$ cat config.mk
export PLATFORM = sky130hd
export DESIGN_NAME = register_file
export DESIGN_NICKNAME = d
export VERILOG_FILES = /design/src/rtl/regfile_pkg.sv /design/src/rtl/regfile_clear_ctrl.sv /design/src/rtl/register_file.sv
export SDC_FILE = /design/constraint.sdc
export NUM_CORES = 2
export LEC_CHECK = 0
export CORE_MARGIN = 3
export CORE_UTILIZATION = 50
export CTS_BUF_LIST = sky130_fd_sc_hd__clkbuf_8
export DETAILED_ROUTE_END_ITERATION = 8
export PLACE_DENSITY = 0.67
export SLEW_MARGIN = 20
export SYNTH_ARGS = -nofsm -noshare
export SYNTH_HDL_FRONTEND = slang
export SYNTH_SLANG_ARGS = --single-unit
export TNS_END_PERCENT = 5
$ cat constraint.sdc
create_clock -name clock -period 47.3 [get_ports clock]
set_input_delay 7.095 -clock clock [delete_from_list [all_inputs] [get_ports clock]]
set_output_delay 7.095 -clock clock [all_outputs]
set_load 0.1 [all_outputs]
$ cat src/rtl/regfile_pkg.sv
// regfile_pkg: shared constants and types for the register file slice.
//   DATA_W / ADDR_W / NUM_REGS : geometry (NUM_REGS must equal 2**ADDR_W)
//   reg_addr_t / reg_data_t    : address and data word types
//   rf_state_t                 : clear sequencer states (IDLE, CLEAR)
// Optional feature macro used by register_file: REGFILE_BYPASS_EN.
package regfile_pkg;

  localparam int DATA_W   = 16;
  localparam int ADDR_W   = 6;
  localparam int NUM_REGS = 64;

  typedef logic [ADDR_W-1:0] reg_addr_t;
  typedef logic [DATA_W-1:0] reg_data_t;

  typedef enum logic [0:0] {
    IDLE  = 1'b0,
    CLEAR = 1'b1
  } rf_state_t;

  // Final address written by the clear sequence.
  localparam reg_addr_t LAST_ADDR = reg_addr_t'(NUM_REGS - 1);

endpackage

$ cat src/rtl/regfile_clear_ctrl.sv
// regfile_clear_ctrl: bulk-clear sequencer for the register file.
// Ports:
//   clock       in  rising-edge clock
//   reset       in  asynchronous active-high reset
//   clear_req   in  request pulse; accepted only in IDLE
//   clr_active  out high while the sequencer is in CLEAR (array write owner)
//   clr_addr    out register currently being zeroed
//   busy        out registered busy flag, high for exactly NUM_REGS cycles
//   state_dbg   out current FSM state, for observation
// Once started, the sequence always runs to NUM_REGS-1; further requests
// are ignored rather than restarting the walk.
module regfile_clear_ctrl
  import regfile_pkg::*;
(
  input  logic      clock,
  input  logic      reset,
  input  logic      clear_req,
  output logic      clr_active,
  output reg_addr_t clr_addr,
  output logic      busy,
  output rf_state_t state_dbg
);

  rf_state_t state;
  reg_addr_t counter;

  always_ff @(posedge clock or posedge reset) begin
    if (reset) begin
      state   <= IDLE;
      counter <= '0;
      busy    <= 1'b0;
    end else begin
      case (state)
        IDLE: begin
          if (clear_req) begin
            state   <= CLEAR;
            counter <= '0;
            busy    <= 1'b1;
          end
        end
        CLEAR: begin
          if (counter == LAST_ADDR) begin
            state   <= IDLE;
            counter <= '0;
            busy    <= 1'b0;
          end else begin
            counter <= counter + 1'b1;
          end
        end
        default: begin
          state   <= IDLE;
          counter <= '0;
          busy    <= 1'b0;
        end
      endcase
    end
  end

  assign clr_active = (state == CLEAR);
  assign clr_addr   = counter;
  assign state_dbg  = state;

endmodule

$ cat src/rtl/register_file.sv
// register_file: architectural register file, 3 registered read ports and
// 2 write ports, with a bulk-clear sequencer for soft reinitialisation.
// Ports:
//   clock, reset            rising-edge clock, async active-high reset
//   rd1/rd2/rd3             read addresses
//   rd1_out/rd2_out/rd3_out read data, one cycle after the address
//   wr1, wr1_data, wr1_enable  write port 1
//   wr2, wr2_data, wr2_enable  write port 2 (wins over port 1 on same address)
//   clear_req               pulse: zero all registers, one per cycle
//   busy                    high while the clear sequence runs
// Macro REGFILE_BYPASS_EN: when defined, a read of the address being written
// in the same cycle returns the new data (wr2 > wr1 > array), and a read of
// the entry being cleared returns 0. When undefined, reads always return the
// array contents as they were before the edge.
//
// Handshake: there is no flow control. Write strobes are single-cycle and
// are sampled on the rising edge; they are dropped (not queued) while busy.
// Reads are never stalled.
module register_file
  import regfile_pkg::*;
(
  input  logic      clock,
  input  logic      reset,
  input  reg_addr_t rd1,
  input  reg_addr_t rd2,
  input  reg_addr_t rd3,
  output reg_data_t rd1_out,
  output reg_data_t rd2_out,
  output reg_data_t rd3_out,
  input  reg_addr_t wr1,
  input  reg_data_t wr1_data,
  input  logic      wr1_enable,
  input  reg_addr_t wr2,
  input  reg_data_t wr2_data,
  input  logic      wr2_enable,
  input  logic      clear_req,
  output logic      busy
);

  reg_data_t mem [NUM_REGS];

  logic      clr_active;
  reg_addr_t clr_addr;
  rf_state_t clr_state;

  regfile_clear_ctrl u_clear_ctrl (
    .clock      (clock),
    .reset      (reset),
    .clear_req  (clear_req),
    .clr_active (clr_active),
    .clr_addr   (clr_addr),
    .busy       (busy),
    .state_dbg  (clr_state)
  );

  // Execute-stage writes only land while the sequencer is idle.
  logic wr1_go;
  logic wr2_go;
  assign wr1_go = wr1_enable && !clr_active;
  assign wr2_go = wr2_enable && !clr_active;

  // Array update. Port 2 is assigned last so it overrides port 1 when both
  // target the same register in one cycle.
  always_ff @(posedge clock or posedge reset) begin
    if (reset) begin
      for (int i = 0; i < NUM_REGS; i++) begin
        mem[i] <= '0;
      end
    end else if (clr_active) begin
      mem[clr_addr] <= '0;
    end else begin
      if (wr1_go) mem[wr1] <= wr1_data;
      if (wr2_go) mem[wr2] <= wr2_data;
    end
  end

  // Read-data selection for the three ports.
  reg_addr_t rd_addr [3];
  reg_data_t rd_next [3];

  assign rd_addr[0] = rd1;
  assign rd_addr[1] = rd2;
  assign rd_addr[2] = rd3;

  always_comb begin
    for (int p = 0; p < 3; p++) begin
      rd_next[p] = mem[rd_addr[p]];
`ifdef REGFILE_BYPASS_EN
      if (wr2_go && (wr2 == rd_addr[p])) begin
        rd_next[p] = wr2_data;
      end else if (wr1_go && (wr1 == rd_addr[p])) begin
        rd_next[p] = wr1_data;
      end else if (clr_active && (clr_addr == rd_addr[p])) begin
        rd_next[p] = '0;
      end
`endif
    end
  end

  always_ff @(posedge clock or posedge reset) begin
    if (reset) begin
      rd1_out <= '0;
      rd2_out <= '0;
      rd3_out <= '0;
    end else begin
      rd1_out <= rd_next[0];
      rd2_out <= rd_next[1];
      rd3_out <= rd_next[2];
    end
  end

endmodule
After elaboration in Yosys (flattened, before gate mapping)
Index checks and enable logic that the tools add are counted. Widths: inputs -> output; s select.

$add $sub $neg: 1. Bitwise gates (word level): 9. Magnitude comparators: 9. Mux-type cells: 30. Reductions and logical operators: 7. Equal/unequal tests: 3.

Operator list (number): $mux 1024 (4); $bwmux 1024 (2); $and 1024x1024->1024 (1); $not 1024->1024 (1); $bmux 16 s6 (3); $demux 16 s6 (3); $mux 16 (9); $ge 7x7->1 const B (6); $not 6->7 (6); $lt 7x1->1 const B (3); $mux 6 (2); $pmux 6 s2 (1); $add 6x1->6 const B (1); $eq 6x6->1 const B (1); $logic_and 1x1->1 (5); $mux 1 (4); $ne 2x2->1 const B (2); $pmux 1 s2 (2); $reduce_and 2->1 (1); $logic_not 1->1 (1); $not 1->1 (1).

Input bits: 67. Logic and storage cells: 129. Output and inout bits: 49. Flip-flop bits (word level): 1080.

Longest topological paths before layout
Depth after elaboration: 11. Depth in mapped cells: 10. Gate-level depth less buffers: 6.

Modules after synthesis
Synthesis repeated with hierarchy kept, for this count alone.

Cells, all modules: 8361. Area total of the unflattened synthesis: 82479.1 sq um.

By module, submodules not included: register_file (times used 1, sequential area each 26825.7 sq um, cells an instance 8318, area an instance 82081.2 sq um); regfile_clear_ctrl (times used 1, sequential area each 200.2 sq um, cells an instance 43, area an instance 397.9 sq um).

Worst setup path after synthesis
No wires, ideal clock.

Kind: input to register. Start: input rd1[0]. End: register rd1_out[10]. Setup time: 120 ps. Path slack: 38318 ps. Arrival time: 8862 ps. Stages on the path: 8. Cell sequence: buf_2 buf_4 buf_4 buf_2 mux4_2 mux2i_1 nand2_1 a31o_2.

RTL lines: from (decl) (line register_file.sv:24) `input reg_addr_t rd1,`; to (signal assigned) (line register_file.sv:106) `rd1_out <= rd_next[0];`; to (decl) (line register_file.sv:27) `output reg_data_t rd1_out,`.

==> flow_metrics.tcl <==
set metrics [dict create \
    dr_wl_met3_mm 84.1 \
    finClkSkew_ns 0.0629 \
    hold_path.class "flip-flop to flip-flop" \
    synth_edf_count 0 \
    vias 83942 \
    cp_data_required_time_ns 48.36 \
    whs_endpoint "mem[215]" \
    fmax_mhz 92.0 \
    ant_nets 0 \
    worstPathCellList "clkdlybuf4s50_1 > inv_8 > buf_4 > buf_4 > buf_4 > buf_4" \
    nets 8039 \
    mappedNetlistArea_um2 84600 \
    area_delta_synth_final_pct 7.75 \
    initial_core_util_pct 50.5 \
    synth_top_family_by_area "multiplexers" \
    critical_path_buf_inv_count 6 \
    p_clk_share_pct 37.7 \
    clock-root-buffer "clkbuf_8" \
    cp_top_family "buffers and inverters" \
    yosysWarnings 0 \
    synth_top_cell_by_area "dfrtp_1" \
    post-place-ws_ns 35.35 \
    routabilityCongestion 1.08 \
    crit_path_frequent_cell "buf_4" \
    hpwl_mm 295 \
    tns_ns 0 \
    finalSetupViolCount 0 \
    period_needed_ns 10.87 \
    clock_latency_ns 1.08 \
    avgViaCountPerCell 8.08 \
    cts.clk_slew.worst_paths_ns 0.06 \
    worstReg2RegStart "u_clear_ctrl.clr_active" \
    synth_top_area_share_pct 32.0 \
    post_cts_buffers 0 \
    ys.flop_type "dfrtp_1" \
    ys_seq_area_share_pct 32.0 \
    intPower_mw 1.70 \
    dr.first_iter.drc_count 16059 \
    ioPinCount 116 \
    start_kind "input pin" \
    arrival_ns 11.93 \
    synthTopCellsByArea "dfrtp_1, mux4_2, mux2i_1" \
    seq_power_share_pct 38.3 \
    grt_use_total_pct 50.8 \
    die_y_um 417 \
    numCtsBuffers 203 \
    switching_power_mw 1.03 \
    syn_nets 8465 \
    port_buffers 115 \
    drc 0 \
    synth-xor-area-share_pct 0 \
    synth_compound_area_share_pct 23.4 \
    route.met2.wl_mm 175 \
    final-max-slew-violation-count 0 \
    synth.most_common_cell "dfrtp_1" \
    utilization_pct 54.4 \
    coreArea_um2 168000 \
    relSlewSlack_pct 4.44 \
    worstSetupEndpointType "async pin" \
    p_sw_share_pct 37.7 \
    p_leak_nw 37.3 \
    min_from "mem[215]" \
    grt_pass1_vias 75965 \
    syn_inst 8397 \
    r2r-end "mem[341]" \
    clockBufferDepth 3 \
    route.detailed.wl_per_inst_um 43.5 \
    synth.avg_cell_area_um2 10.1 \
    synthMuxAreaShare_pct 29.7 \
    fillers 14666 \
    rsz0062_at_grt "false" \
    dieArea_um2 174000 \
    cpMaxStageDelayCell "buf_4" \
    cts_tree "done" \
    critPathMaxFanout 100 \
    ys_async_sr_fraction_pct 100 \
    routed.top_layer "met5" \
    combPwrFrac_pct 24.0 \
    powerDensity_nw_per_um2 30.0 \
    worst_slew_pin_slew_ns 1.42 \
    final_hold_viol_count 0 \
    slowest_delay_ns 0.91 \
    cts_sinks 1080 \
    irDropWorstVdd_v 0.0000445 \
    yosys.area_share.simple_pct 9.15 \
    routed_wl_mm 452 \
    grt_overflow 0 \
    synth.distinct_cells 80 \
    status "complete, no violations" \
    r2r_slack_ns 42.33 \
    ys_ff_latch 1080 \
    antenna_found_initial 62 \
    grt_max_degree 124 \
    die_w_um 417 \
    num_rows 150 \
    timing.final.ws_setup_ns 36.43 \
    cts_max_level 4 \
    drive_above_1_share_pct 19.8 \
    path_class "input pin to async pin" \
    drv_cap 0 \
    synth_adder_area_share_pct 0.0148 \
    cts_hold_buf 0 \
    synthTopCellsByCount "dfrtp_1, a22o_1, mux2i_1, a21oi_1, mux4_2" \
    post-route-period-util_pct 23.0 \
    dr.pass1.iters 8 \
    grt_pass1_wl_mm 624 \
    wirelength_met1_mm 154 \
    hold_depth 1 \
    cts_resized 0 \
    worst_r2r_path_depth 7 \
]
## placed cells by master (no fill, tap or decap), types with 47 or more instances in the layout
cell type and n:
a31oi_1 129, clkbuf_8 276, clkdlybuf4s50_1 73, a21oi_1 764, nand3_1 123, o21ai_0 527
a22oi_1 59, a21o_1 49, buf_4 312, mux4_2 741, nor2b_1 47, o22ai_1 148
nand2_1 540, a22o_1 819, nor2_1 703, a211oi_1 61, dfrtp_1 1079, inv_1 73
o2bb2ai_1 143, mux2i_1 808
## through the flow
step                      total power, mW  hold WS (ns)  area [µm²]  std cells
after global routing                 2.76         0.553       91000      10358
after detailed placement             1.66         0.518       86400       9962
after floorplan                      1.39         0.478       84600       8397
after global placement               1.65         0.507       86400       9959
after CTS                            2.67         0.536       90800      10337
final                                2.73         0.539       91100      10390
## cells by family after synthesis
logic type,Yosys count
AND/OR/NAND/NOR,1720
buffers and inverters,1082
flip-flops,1080
adder cells (fa/ha/maj),1
multiplexers,1582
AO/OA/AOI/OAI,2932
## flip-flops by register name, summed over array words and instances, names as in the netlist
register and count:
mem 1024, rd1_out 16, rd2_out 16, rd3_out 16
u_clear_ctrl.busy 1, u_clear_ctrl.clr_active 1, u_clear_ctrl.clr_addr 6
## how the worst max path moves through the flow
stage	startpoint	end	slack, ns	cells after the start
after global placement	reset	mem[266]	35.29	6
after CTS	reset	mem[266]	36.40	6
after detailed placement	reset	mem[266]	35.35	6
final	reset	mem[334]	36.43	6
after global routing	reset	mem[266]	35.88	6
after floorplan	reset	mem[0]	9.80	1
## power by group through the flow
stage	Sequential [mW]	Clock [mW]	Combinational, mW
after floorplan	1.06	0	0.327
after global placement	1.05	0	0.598
after detailed placement	1.06	0	0.604
after CTS	1.04	1.02	0.606
after global routing	1.05	1.06	0.654
final	1.05	1.03	0.656
## cell type report
cell class	instances	area (µm²)	share of cell area, %
Clock inverter	100	608	0.667
Clock buffer	275	3780	4.15
Antenna cell	45	113	0.124
Multi-Input combinational cell	6235	53200	58.4
Timing Repair Buffer	427	3510	3.86
Sequential cell	1080	27000	29.7
Tap cell	2204	2760	3.03
Inverter	24	105	0.115
## layer usage
layer | global-route usage (%) | vias up
li1 | - | 31813
met1 | 62.2 | 41963
met2 | 66.9 | 8258
met3 | 30.4 | 1844
met4 | 32.1 | 64
met5 | 3.45 | -
## worst reg2reg max path: stages (launching register included)
cell and delay (ns):
dfrtp_4 0.72, inv_8 0.65, buf_4 0.88, buf_4 0.91, buf_4 1.01, o21ai_0 0.32, o21ai_0 0.24, o2bb2ai_1 0.14
Note: power is estimated with default switching activity, not from simulation.
